`src/rtl/toggle_handshake_receiver.sv`:
```
// Receive side of a toggle request/acknowledge crossing: synchronises the request toggle,
// presents each word with Valid/Ready and flips the ack toggle. Optional: EVENT_COUNTER_EN.
module toggle_handshake_receiver #(
  parameter int DATA_WIDTH  = 8,
  parameter int SYNC_STAGES = 2
`ifdef EVENT_COUNTER_EN
  ,
  parameter int CNT_WIDTH   = 8
`endif
) (
  input  logic                  Clk_In,
  input  logic                  Reset_In,
  input  logic                  Req_Toggle_In,
  input  logic [DATA_WIDTH-1:0] Data_In,
  input  logic                  Ready_In,
  output logic                  Valid_Out,
  output logic [DATA_WIDTH-1:0] Data_Out,
  output logic                  Ack_Toggle_Out,
  output logic                  Busy_Out,
  output logic                  Overrun_Out,
`ifdef EVENT_COUNTER_EN
  output logic [CNT_WIDTH-1:0]  Event_Count_Out,
`endif
  output logic [1:0]            State_Out
);

  // Output handshake: a word moves on a falling edge where Valid_Out=1 and Ready_In=1;
  // Valid_Out never drops without that edge, and Ready_In is ignored while Valid_Out=0.
  typedef enum logic [1:0] {
    IDLE    = 2'd0,
    CAPTURE = 2'd1,
    PRESENT = 2'd2,
    ACK     = 2'd3
  } state_t;

  state_t                  state_q, state_d;
  logic [SYNC_STAGES-1:0]  sync_chain_q, sync_chain_d;
  logic                    req_last_q, req_last_d;
  logic                    valid_q, valid_d;
  logic [DATA_WIDTH-1:0]   data_q, data_d;
  logic                    ack_q, ack_d;
  logic                    busy_q, busy_d;
  logic                    overrun_q, overrun_d;
  logic                    sync_q;
  logic                    req_event;
`ifdef EVENT_COUNTER_EN
  logic [CNT_WIDTH-1:0]    count_q, count_d;
`endif

  assign sync_q    = sync_chain_q[SYNC_STAGES-1];
  assign req_event = (sync_q != req_last_q);

  always_comb begin
    sync_chain_d = {sync_chain_q[SYNC_STAGES-2:0], Req_Toggle_In};
    state_d      = state_q;
    req_last_d   = req_last_q;
    valid_d      = valid_q;
    data_d       = data_q;
    ack_d        = ack_q;
    // A toggle arriving before we have acknowledged the previous one is a sender error.
    overrun_d    = overrun_q | (req_event && (state_q != IDLE));
    case (state_q)
      IDLE: begin
        if (req_event) begin
          req_last_d = sync_q;
          state_d    = CAPTURE;
        end
      end
      CAPTURE: begin
        data_d  = Data_In;
        valid_d = 1'b1;
        state_d = PRESENT;
      end
      PRESENT: begin
        if (Ready_In) begin
          valid_d = 1'b0;
          state_d = ACK;
        end
      end
      ACK: begin
        ack_d   = ~ack_q;
        state_d = IDLE;
      end
      default: state_d = IDLE;
    endcase
    busy_d = (state_d != IDLE);
  end

`ifdef EVENT_COUNTER_EN
  always_comb begin
    count_d = count_q;
    if (state_q == ACK) count_d = count_q + 1'b1;
  end
`endif

  always_ff @(negedge Clk_In or posedge Reset_In) begin
    if (Reset_In) begin
      state_q      <= IDLE;
      sync_chain_q <= '0;
      req_last_q   <= 1'b0;
      valid_q      <= 1'b0;
      data_q       <= '0;
      ack_q        <= 1'b0;
      busy_q       <= 1'b0;
      overrun_q    <= 1'b0;
`ifdef EVENT_COUNTER_EN
      count_q      <= '0;
`endif
    end else begin
      state_q      <= state_d;
      sync_chain_q <= sync_chain_d;
      req_last_q   <= req_last_d;
      valid_q      <= valid_d;
      data_q       <= data_d;
      ack_q        <= ack_d;
      busy_q       <= busy_d;
      overrun_q    <= overrun_d;
`ifdef EVENT_COUNTER_EN
      count_q      <= count_d;
`endif
    end
  end

  assign Valid_Out      = valid_q;
  assign Data_Out       = data_q;
  assign Ack_Toggle_Out = ack_q;
  assign Busy_Out       = busy_q;
  assign Overrun_Out    = overrun_q;
  assign State_Out      = state_q;
`ifdef EVENT_COUNTER_EN
  assign Event_Count_Out = count_q;
`endif

endmodule

```
`config.mk`:
```
export PLATFORM = sky130hd
export DESIGN_NAME = toggle_handshake_receiver
export DESIGN_NICKNAME = d
export VERILOG_FILES = /design/src/rtl/toggle_handshake_receiver.sv
export SDC_FILE = /design/constraint.sdc
export NUM_CORES = 1
export LEC_CHECK = 0
export ABC_AREA = 1
export BUFFER_PORTS_ARGS = -buffer_cell sky130_fd_sc_hd__buf_2
export CAP_MARGIN = 10
export CORE_MARGIN = 1.5
export CORE_UTILIZATION = 49
export CTS_BUF_LIST = sky130_fd_sc_hd__clkbuf_16
export CTS_CLUSTER_SIZE = 40
export DETAILED_ROUTE_END_ITERATION = 10
export PLACE_DENSITY = 0.79
export REMOVE_ABC_BUFFERS = 1
export SETUP_SLACK_MARGIN = 0.4
export SLEW_MARGIN = 20
export SYNTH_ARGS = -nofsm -noshare
export SYNTH_HDL_FRONTEND = slang
export SYNTH_SLANG_ARGS = --single-unit
```
`constraint.sdc`:
```
create_clock -name Clk_In -period 2.1 [get_ports Clk_In]
set_input_delay 0.42 -clock Clk_In [delete_from_list [all_inputs] [get_ports Clk_In]]
set_output_delay 0.42 -clock Clk_In [all_outputs]
set_load 0.02 [all_outputs]
```
==> out/qor.yml, run 1 <==
run:
  max_cap_viol_count: 0
global_route:
  grt_antenna_before_repair: 0
  first_global_vias: 562
  gr-total-overflow: 0
  grt_pass1_wl_um: 2280
  grt_max_degree: 18
  track_usage: 0.225
floorplan:
  fp.dieW_um: 41.0
  initial_core_util: 0.537
  die_area_sq_um: 1680
  rows: 13
  io_pins: 26
  placeableCoreArea_sq_um: 1320
  die_y_um: 41.0
cts:
  htreeDepth: 1
  cts_buffer_depth: 2
  clk-insertion-delay-late_ns: 0.28
  cts_hold_buf: 0
  cts_buffers: 3
  cts_num_sinks: 17
  root_buffer: "clkbuf_16"
  clk_pin_slew_worst_paths_ns: 0.04
  cts_tree: "done"
synthesis:
  yosysWarningCount: 0
  netlist_top_cells_area: "dfrtn_1 (60%), nand2_1 (19%), ha_1 (8.8%)"
  yosysUniqueCellTypes: 11
  ys_seq_area_frac: 0.602
  synthArstFlopShare: 1.00
  synthCells: 75
  netlist_top_cells_count: "nand2_1 (35), dfrtn_1 (17), inv_1 (10)"
  synth.top_cell.area_share: 0.602
  synthFlopType: "dfrtn_1"
  synth_area_leader_cell: "dfrtn_1"
  synth.most_common_cell: "nand2_1"
  synth-edff-count: 0
  syn_area_sq_um: 707
  syn_avg_cell_area_sq_um: 9.43
  synth_seq_cells: 17
timing:
  hold_violations: 0
  worst_pin_slew_ns: 0.217
  drv_slew: 0
  maxSlewHeadroom: 0.855
  rsz0062_at_grt: "true"
  final.setup.tns_ns: -2.73
  fin_ws_ns: -0.215
  finClkSkew_ns: 0.00352
  setup_viol: 14
power:
  max-vdd-ir-drop_v: 0.00113
  p_per_area_nw_per_um2: 1770
  power.leakage_nw: 0.638
route:
  drc: 0
  via_count: 589
  drt_iter0_markers: 10
  drt_wl_total_um: 1650
  wl_per_cell_um: 12.8
  vias_per_cell: 4.57
  first_pass_iters: 4
  ant_nets: 0
worst_setup_path:
  critical_path.max_fanout: 2
  max_stage_delay_ns: 0.43
  cp-start-kind: "register"
  worst_path_dominant_cell_family: "flip-flops"
  cpMaxStageDelayCell: "dfrtn_1"
  path_class: "register to output port"
  crit_chain: "buf_6"
  worst-path-buf-inv: 1
  arrival_ns: 1.90
  end_kind: "output port"
  required_ns: 1.68
cells_and_area:
  syn_to_final_growth_pct: 58.4
  drive_above_1_share: 0.412
  diodes: 0
  final_area_sq_um: 1120
  fillers: 80
  finish.utilization: 0.850
  final_nets: 132
place:
  dp_hpwl_um: 983
  gp_congestion: 0.708
  placed_area_sq_um: 866
  numPortBuffers: 25
outcome:
  violations: "setup timing"
  status: "complete, but fails checks"
min_path:
  holdCritPathClass: "register to register"
==> path summary, 6_finish.rpt <==
path                            cells after the start  slack, ns                        end                  startpoint
worst max-delay path                                1      -0.22             Ack_Toggle_Out  Ack_Toggle_Out$_DFFE_NP0N_
worst min-delay path                                0       0.31  sync_chain_q[1]$_DFF_NP0_   sync_chain_q[0]$_DFF_NP0_
worst max register to register                     10       0.55         Busy_Out$_DFF_NP0_      State_Out[1]$_DFF_NP0_
worst min register to register                      0       0.31  sync_chain_q[1]$_DFF_NP0_   sync_chain_q[0]$_DFF_NP0_
max in group asynchronous                           3       0.78    Data_Out[2]$_DFFE_NP0P_                    Reset_In
min in group asynchronous                           3       1.10    Data_Out[1]$_DFFE_NP0P_                    Reset_In
==> state kept, by name, summed over array words and instances, names as in the netlist <==
register,cells
Overrun_Out,1
State_Out,2
Data_Out,8
req_last_q,1
Busy_Out,1
Ack_Toggle_Out,1
Valid_Out,1
sync_chain_q,2
==> what timing repair did <==
action | CTS | global route
resized for setup | 32 | 3
endpoints found under the setup margin | 16 | 15
hold endpoints to repair | 0 | 0
buffers inserted | 5 | 3
pin swaps | 3 | 2
==> cells by family (layout without fill, tap and decap cells) <==
group / count (synthesis) / count (layout) / share of synthesized area
adders and majority gates: 5 / 5 / 0.0885
DFF: 17 / 17 / 0.602
AOI/OAI and AO/OA: 2 / 2 / 0.0195
xor gates and xnor gates: 1 / 1 / 0.0124
and+or+nand+nor: 38 / 38 / 0.205
buffers and inverters: 12 / 51 / 0.0726
==> where the power goes <==
| part | switching [mW] | leakage (nW) | internal, mW |
|---|---|---|---|
| sequential | 0.0938 | 0.200 | 0.481 |
| clock | 0.127 | 0.0409 | 0.255 |
| combinational | 0.530 | 0.397 | 0.499 |
==> area by class of cell <==
| cell class | instances | area, sq um | area share |
|---|---|---|---|
| multi-input cells | 46 | 250 | 0.223 |
| flip-flops and latches | 17 | 425 | 0.380 |
| clock buffers | 3 | 75.1 | 0.0670 |
| clock inverters | 1 | 5.00 | 0.00447 |
| inverters | 11 | 43.8 | 0.0391 |
| well taps | 15 | 18.8 | 0.0168 |
| repair buffers | 36 | 302 | 0.269 |
==> worst register-to-register path, stage by stage, from the launching register on <==
cell and delay, ns:
dfrtn_1 0.36, buf_4 0.14, buf_4 0.12, buf_4 0.13, inv_1 0.10, ha_1 0.15
inv_1 0.07, nor2_1 0.09, nand3_1 0.09, nand2_2 0.10, nand2_2 0.05
==> metal layers <==
metal / vias to the layer above / part of all wire / global-route usage
met3: 6 / 0.047 / 0.0815
met5: - / 0 / 0
met4: 0 / 0.021 / 0.150
li1: 300 / - / -
met1: 266 / 0.39 / 0.228
met2: 17 / 0.54 / 0.379
==> through the flow <==
stage | power (mW) | cells | hold slack, ns | setup WS (ns)
after floorplan | 1.02 | 74 | 0.292 | 0.0770
after global placement | 1.23 | 117 | 0.295 | 0.0748
after detailed placement | 1.27 | 117 | 0.304 | 0.0511
after CTS | 1.91 | 126 | 0.304 | -0.213
after global routing | 2.12 | 129 | 0.324 | -0.245
final | 1.99 | 129 | 0.305 | -0.215
==> layout by cell type, fill, tap and decap left out <==
cell type | Yosys | routed
nand2_1 | 35 | 32
dfrtn_1 | 17 | 17
buf_6 | 0 | 15
buf_4 | 1 | 11
inv_1 | 10 | 10
buf_2 | 0 | 10
ha_1 | 5 | 4
clkbuf_16 | 0 | 3
nand2_2 | 0 | 2
inv_4 | 1 | 1
nor2_1 | 1 | 1
nand3_1 | 2 | 1
nand2_4 | 0 | 1
nand3_2 | 0 | 1
xor2_1 | 1 | 1
o21ai_2 | 1 | 1
o21ai_0 | 1 | 1
ha_2 | 0 | 1
clkinv_2 | 0 | 1
Power figures use the tool's default switching activity.
==> run 2: changes to the inputs <==
--- a/config.mk
+++ b/config.mk
@@ -9,11 +9,11 @@
 export BUFFER_PORTS_ARGS = -buffer_cell sky130_fd_sc_hd__buf_2
 export CAP_MARGIN = 10
 export CORE_MARGIN = 1.5
-export CORE_UTILIZATION = 49
-export CTS_BUF_LIST = sky130_fd_sc_hd__clkbuf_16
+export CORE_UTILIZATION = 53
+export CTS_BUF_LIST = sky130_fd_sc_hd__clkbuf_8
 export CTS_CLUSTER_SIZE = 40
 export DETAILED_ROUTE_END_ITERATION = 10
-export PLACE_DENSITY = 0.79
+export PLACE_DENSITY = 0.85
 export REMOVE_ABC_BUFFERS = 1
 export SETUP_SLACK_MARGIN = 0.4
 export SLEW_MARGIN = 20
==> out/qor.yml, run 2 (same netlist as run 1, synthesis figures left out) <==
route:
  via_count: 724  # was 589
  wl_per_cell_um: 19.6  # was 12.8 um
  drt_wl_total_um: 2520  # was 1650 um
  vias_per_cell: 5.61  # was 4.57
  drc: 0  # unchanged
  drt_iter0_markers: 49  # was 10
  ant_nets: 0  # unchanged
  first_pass_iters: 4  # unchanged
worst_setup_path:
  rr_worst_depth: 9  # was 10
  worst_path_dominant_cell_family: "flip-flops"  # unchanged
  end_kind: "output port"  # unchanged
  r2r_slack_ns: 0.42  # was 0.55 ns
  arrival_ns: 1.90  # about the same
  cp-start-kind: "register"  # unchanged
  max_stage_delay_ns: 0.45  # was 0.43 ns
  critical_path.max_fanout: 2  # unchanged
  worstReg2RegEnd: "State_Out[0]$_DFF_NP0_"  # was Busy_Out$_DFF_NP0_
  path_class: "register to output port"  # unchanged
  r2r_start: "State_Out[0]$_DFF_NP0_"  # was State_Out[1]$_DFF_NP0_
  cpMaxStageDelayCell: "dfrtn_1"  # unchanged
  required_ns: 1.68  # about the same
  worst-path-buf-inv: 1  # unchanged
  crit_chain: "buf_6"  # unchanged
cts:
  cts_tree: "done"  # unchanged
  cts_hold_buf: 0  # unchanged
  clk-insertion-delay-late_ns: 0.27  # was 0.28 ns
  clk_pin_slew_worst_paths_ns: 0.05  # was 0.04 ns
  cts_buffers: 3  # unchanged
  root_buffer: "clkbuf_8"  # was clkbuf_16
  cts_buffer_depth: 2  # unchanged
  htreeDepth: 1  # unchanged
  cts_num_sinks: 17  # unchanged
timing:
  drv_slew: 0  # unchanged
  worst_pin_slew_ns: 0.425  # was 0.217 ns
  fin_ws_ns: -0.223  # was -0.215 ns
  holdWs_ns: 0.319  # was 0.305 ns
  finClkSkew_ns: 0.00427  # was 0.00352 ns
  setup_viol: 14  # unchanged
  hold_violations: 0  # unchanged
  final.setup.tns_ns: -2.79  # was -2.73 ns
  maxSlewHeadroom: 0.717  # was 0.855
  rsz0062_at_grt: "true"  # unchanged
floorplan:
  fp.dieW_um: 39.5  # was 41.0 um
  initial_core_util: 0.604  # was 0.537
  rows: 12  # was 13
  die_y_um: 39.5  # was 41.0 um
  die_area_sq_um: 1560  # was 1680 sq um
  placeableCoreArea_sq_um: 1170  # was 1320 sq um
  io_pins: 26  # unchanged
cells_and_area:
  syn_to_final_growth_pct: 53.5  # was 58.4%
  drive_above_1_share: 0.409  # was 0.412
  finish.utilization: 0.926  # was 0.850
  largest_reg_flops: 8  # unchanged
  diodes: 0  # unchanged
  final_nets: 133  # was 132
  final_cell_mix: "nand2_1 (32), dfrtn_1 (17), buf_6 (15)"  # unchanged
  final_common_cell: "nand2_1"  # unchanged
global_route:
  grt_pass1_wl_um: 2960  # was 2280 um
  track_usage: 0.314  # was 0.225
  grt_antenna_before_repair: 0  # unchanged
  first_global_vias: 651  # was 562
  gr-total-overflow: 0  # unchanged
  grt_max_degree: 18  # unchanged
place:
  dp_hpwl_um: 993  # was 983 um
  place_ws_ns: 0.0567  # was 0.0511 ns
  gp_congestion: 0.687  # was 0.708
  numPortBuffers: 25  # unchanged
power:
  power.leakage_nw: 0.623  # was 0.638 nW
  max-vdd-ir-drop_v: 0.00123  # was 0.00113 V
  p_per_area_nw_per_um2: 1820  # was 1770 nW/um^2
min_path:
  holdPathEnd: "sync_chain_q[1]$_DFF_NP0_"  # unchanged
  hold_depth: 0  # unchanged
  hold_start: "sync_chain_q[0]$_DFF_NP0_"  # unchanged
  holdCritPathClass: "register to register"  # unchanged
outcome:
  violations: "setup timing"  # unchanged
  status: "complete, but fails checks"  # unchanged
run:
  max_cap_viol_count: 0  # unchanged
-- run 2: changes by cell type in the layout (fill, tap and decap cells not counted), sizes merged --
cell,change
buf,+1
-- run 2: report_power, final --
part | total, mW | switching, mW | leakage (nW) | internal, mW
Sequential | 0.591 | 0.111 | 0.200 | 0.480
Clock | 0.247 | 0.116 | 0.0255 | 0.132
Combinational | 1.14 | 0.633 | 0.397 | 0.505
-- run 2: layout make-up --
cell class	count	area, sq um
sequential	17	425
timing repair buffer	37	309
multi-input combinational	46	243
fill	47	86.3
inverter	11	43.8
clock buffer	3	41.3
tap	14	17.5
clock inverter	1	5.00
-- run 2: per-stage QoR --
stage | total power [mW] | instances | area, sq um
after floorplan | 1.02 | 74 | 699
final | 1.98 | 129 | 1080
after detailed placement | 1.27 | 116 | 865
after global placement | 1.23 | 116 | 865
after global routing | 2.07 | 129 | 1080
after CTS | 1.77 | 125 | 1050
-- run 2: worst max-delay path by stage --
stage / start / to / cells past startpoint
global route: Data_Out[3]$_DFFE_NP0P_ / Data_Out[3] / 1
finish: Data_Out[3]$_DFFE_NP0P_ / Data_Out[3] / 1
CTS: Data_Out[2]$_DFFE_NP0P_ / Data_Out[2] / 1
floorplan: State_Out[0]$_DFF_NP0_ / State_Out[0] / 0
global placement: Ack_Toggle_Out$_DFFE_NP0N_ / Ack_Toggle_Out / 1
detailed placement: Ack_Toggle_Out$_DFFE_NP0N_ / Ack_Toggle_Out / 1
-- run 2: routing by layer --
metal	global-route usage	share of wire
met1	0.316	0.32
met2	0.545	0.52
met3	0.0909	0.11
met4	0.216	0.053
met5	0	0
-- run 2: timing repair --
item / 4_1_cts / 5_1_grt
buffers inserted: 5 / 4
endpoints found under the setup margin: 16 / 16
pin swaps: 3 / 1
resized for setup: 31 / 2
==> run 3: changes to the inputs <==
--- a/config.mk
+++ b/config.mk
@@ -5,7 +5,6 @@
 export SDC_FILE = /design/constraint.sdc
 export NUM_CORES = 1
 export LEC_CHECK = 0
-export ABC_AREA = 1
 export BUFFER_PORTS_ARGS = -buffer_cell sky130_fd_sc_hd__buf_2
 export CAP_MARGIN = 10
 export CORE_MARGIN = 1.5
==> out/qor.yml, run 3 <==
synthesis:
  synth_seq_cells: 17  # unchanged
  synth_area_leader_cell: "dfrtn_1"  # unchanged
  synth.most_common_cell: "dfrtn_1"  # was nand2_1
  yosysWarningCount: 0  # unchanged
  synth-edff-count: 0  # unchanged
  netlist_top_cells_area: "dfrtn_1 (59%), mux2_4 (17%), ha_1 (8.7%)"  # was dfrtn_1 (60%), nand2_1 (19%), ha_1 (8.8%)
  syn_avg_cell_area_sq_um: 15.0  # was 9.43 sq um
  yosysUniqueCellTypes: 15  # was 11
  ys_seq_area_frac: 0.591  # was 0.602
  syn_area_sq_um: 719  # was 707 sq um
  netlist_top_cells_count: "dfrtn_1 (17), mux2_4 (8), inv_1 (6)"  # was nand2_1 (35), dfrtn_1 (17), inv_1 (10)
  synthFlopType: "dfrtn_1"  # unchanged
  synth.top_cell.area_share: 0.591  # was 0.602
  synthCells: 48  # was 75
  synthArstFlopShare: 1.00  # unchanged
timing:
  fin_ws_ns: -0.248  # was -0.223 ns
  final.setup.tns_ns: -2.84  # was -2.79 ns
  maxSlewHeadroom: 0.781  # was 0.717
  setup_viol: 14  # unchanged
  finClkSkew_ns: 0.00371  # was 0.00427 ns
  drv_slew: 0  # unchanged
  rsz0062_at_grt: "true"  # unchanged
  hold_violations: 0  # unchanged
  worst_pin_slew_ns: 0.326  # was 0.425 ns
global_route:
  track_usage: 0.303  # was 0.314
  gr-total-overflow: 0  # unchanged
  grt_max_degree: 18  # unchanged
  grt_pass1_wl_um: 2770  # was 2960 um
  grt_antenna_before_repair: 0  # unchanged
  first_global_vias: 531  # was 651
worst_setup_path:
  required_ns: 1.68  # about the same
  arrival_ns: 1.93  # was 1.90 ns
  endpoint: "Data_Out[0]"  # was Data_Out[3]
  crit_path_start: "Data_Out[0]$_DFFE_NP0P_"  # was Data_Out[3]$_DFFE_NP0P_
  path_class: "register to output port"  # unchanged
  worstReg2RegEnd: "Busy_Out$_DFF_NP0_"  # was State_Out[0]$_DFF_NP0_
  crit_chain: "buf_6"  # unchanged
  cp-start-kind: "register"  # unchanged
  cpMaxStageDelayCell: "dfrtn_1"  # unchanged
  r2r_slack_ns: 0.44  # was 0.42 ns
  worst-path-buf-inv: 1  # unchanged
  critical_path.max_fanout: 2  # unchanged
  path_depth: 1  # unchanged
  r2r_start: "State_Out[0]$_DFF_NP0_"  # unchanged
  rr_worst_depth: 6  # was 9
  max_stage_delay_ns: 0.47  # was 0.45 ns
  end_kind: "output port"  # unchanged
  worst_path_dominant_cell_family: "flip-flops"  # unchanged
route:
  vias_per_cell: 5.26  # was 5.61
  wl_per_cell_um: 21.7  # was 19.6 um
  via_count: 552  # was 724
  drt_wl_total_um: 2280  # was 2520 um
  ant_nets: 0  # unchanged
  first_pass_iters: 4  # unchanged
  drc: 0  # unchanged
  drt_iter0_markers: 4  # was 49
cts:
  clk_pin_slew_worst_paths_ns: 0.05  # about the same
  cts_tree: "done"  # unchanged
  cts_buffers: 3  # unchanged
  cts_num_sinks: 17  # unchanged
  cts_hold_buf: 0  # unchanged
  htreeDepth: 1  # unchanged
  root_buffer: "clkbuf_8"  # unchanged
  clk-insertion-delay-late_ns: 0.27  # about the same
  cts_buffer_depth: 2  # unchanged
floorplan:
  die_area_sq_um: 1590  # was 1560 sq um
  io_pins: 26  # unchanged
  initial_core_util: 0.560  # was 0.604
  die_y_um: 39.8  # was 39.5 um
  rows: 13  # was 12
  placeableCoreArea_sq_um: 1280  # was 1170 sq um
  fp.dieW_um: 39.8  # was 39.5 um
place:
  placed_area_sq_um: 875  # was 865 sq um
  place_ws_ns: 0.0375  # was 0.0567 ns
  numPortBuffers: 25  # unchanged
  dp_hpwl_um: 942  # was 993 um
  gp_congestion: 0.754  # was 0.687
cells_and_area:
  fillers: 43  # was 47
  largest_reg_flops: 8  # unchanged
  syn_to_final_growth_pct: 62.4  # was 53.5%
  final_common_cell: "buf_6"  # was nand2_1
  drive_above_1_share: 0.600  # was 0.409
  final_area_sq_um: 1170  # was 1080 sq um
  final_nets: 108  # was 133
  final_cell_mix: "buf_6 (22), dfrtn_1 (17), buf_4 (14)"  # was nand2_1 (32), dfrtn_1 (17), buf_6 (15)
  diodes: 0  # unchanged
  multi_input_area_sq_um: 279  # was 243 sq um
  register_area_sq_um: 425  # unchanged
power:
  power.leakage_nw: 0.594  # was 0.623 nW
  p_per_area_nw_per_um2: 1780  # was 1820 nW/um^2
  max-vdd-ir-drop_v: 0.00115  # was 0.00123 V
run:
  max_cap_viol_count: 0  # unchanged
outcome:
  status: "complete, but fails checks"  # unchanged
  violations: "setup timing"  # unchanged
min_path:
  holdCritPathClass: "register to register"  # unchanged
run 3: per-stage QoR:
stage	hold WS [ns]	cells	utilization	power, mW
floorplan	0.292	47	-	1.11
global placement	0.293	90	0.681	1.32
detailed placement	0.302	90	0.681	1.36
CTS	0.302	99	0.850	1.87
global route	0.307	105	0.909	2.17
finish	0.305	105	0.909	2.08
run 3: layout make-up:
type                       count  share of cell area
clock buffer                   3              0.0353
clock inverter                 1             0.00321
inverter                       6              0.0193
multi-input combinational     24               0.239
sequential                    17               0.364
tap                           15              0.0161
timing repair buffer          39               0.323
run 3: worst min path at each step:
stage,from,to,cells after the start
5_1_grt,sync_chain_q[0]$_DFF_NP0_,sync_chain_q[1]$_DFF_NP0_,0
4_1_cts,sync_chain_q[0]$_DFF_NP0_,sync_chain_q[1]$_DFF_NP0_,0
6_report,sync_chain_q[0]$_DFF_NP0_,sync_chain_q[1]$_DFF_NP0_,0
2_1_floorplan,sync_chain_q[0]$_DFF_NP0_,sync_chain_q[1]$_DFF_NP0_,0
3_5_place_dp,sync_chain_q[0]$_DFF_NP0_,sync_chain_q[1]$_DFF_NP0_,0
3_3_place_gp,sync_chain_q[0]$_DFF_NP0_,sync_chain_q[1]$_DFF_NP0_,0
run 3: kinds of logic (layout without fill, tap and decap cells):
| group | Yosys count | in the layout | synth area share |
|---|---|---|---|
| xor gates and xnor gates | 2 | 2 | 0.0244 |
| adders and majority gates | 5 | 5 | 0.0870 |
| DFF | 17 | 17 | 0.591 |
| muxes | 9 | 9 | 0.183 |
| and+or+nand+nor | 3 | 3 | 0.0191 |
| buffers and inverters | 7 | 49 | 0.0470 |
| AOI/OAI and AO/OA | 5 | 5 | 0.0487 |
run 3: worst register-to-register path: stages (launching register included):
cell	delay [ns]
dfrtn_1	0.37
buf_4	0.14
buf_4	0.15
inv_1	0.13
ha_1	0.23
nor2b_1	0.28
a32oi_1	0.17
run 3: metal layers:
layer  GRT usage  wire (um)  vias to the layer above
li1            -          -                      241
met1       0.323        850                      269
met2       0.553       1190                       34
met3      0.0739        170                        8
met4       0.129         70                        0
met5           0          0                        -
run 3: power by group:
| group | internal, mW | switching (mW) |
|---|---|---|
| Clock | 0.130 | 0.116 |
| Combinational | 0.670 | 0.567 |
| Sequential | 0.484 | 0.117 |
| Total | 1.28 | 0.801 |
run 3: timing repair:
item	CTS	global route
resized for setup	37	6
pin swaps	0	2
setup endpoints to repair	23	24
hold endpoints to repair	0	0
setup buffers	5	6
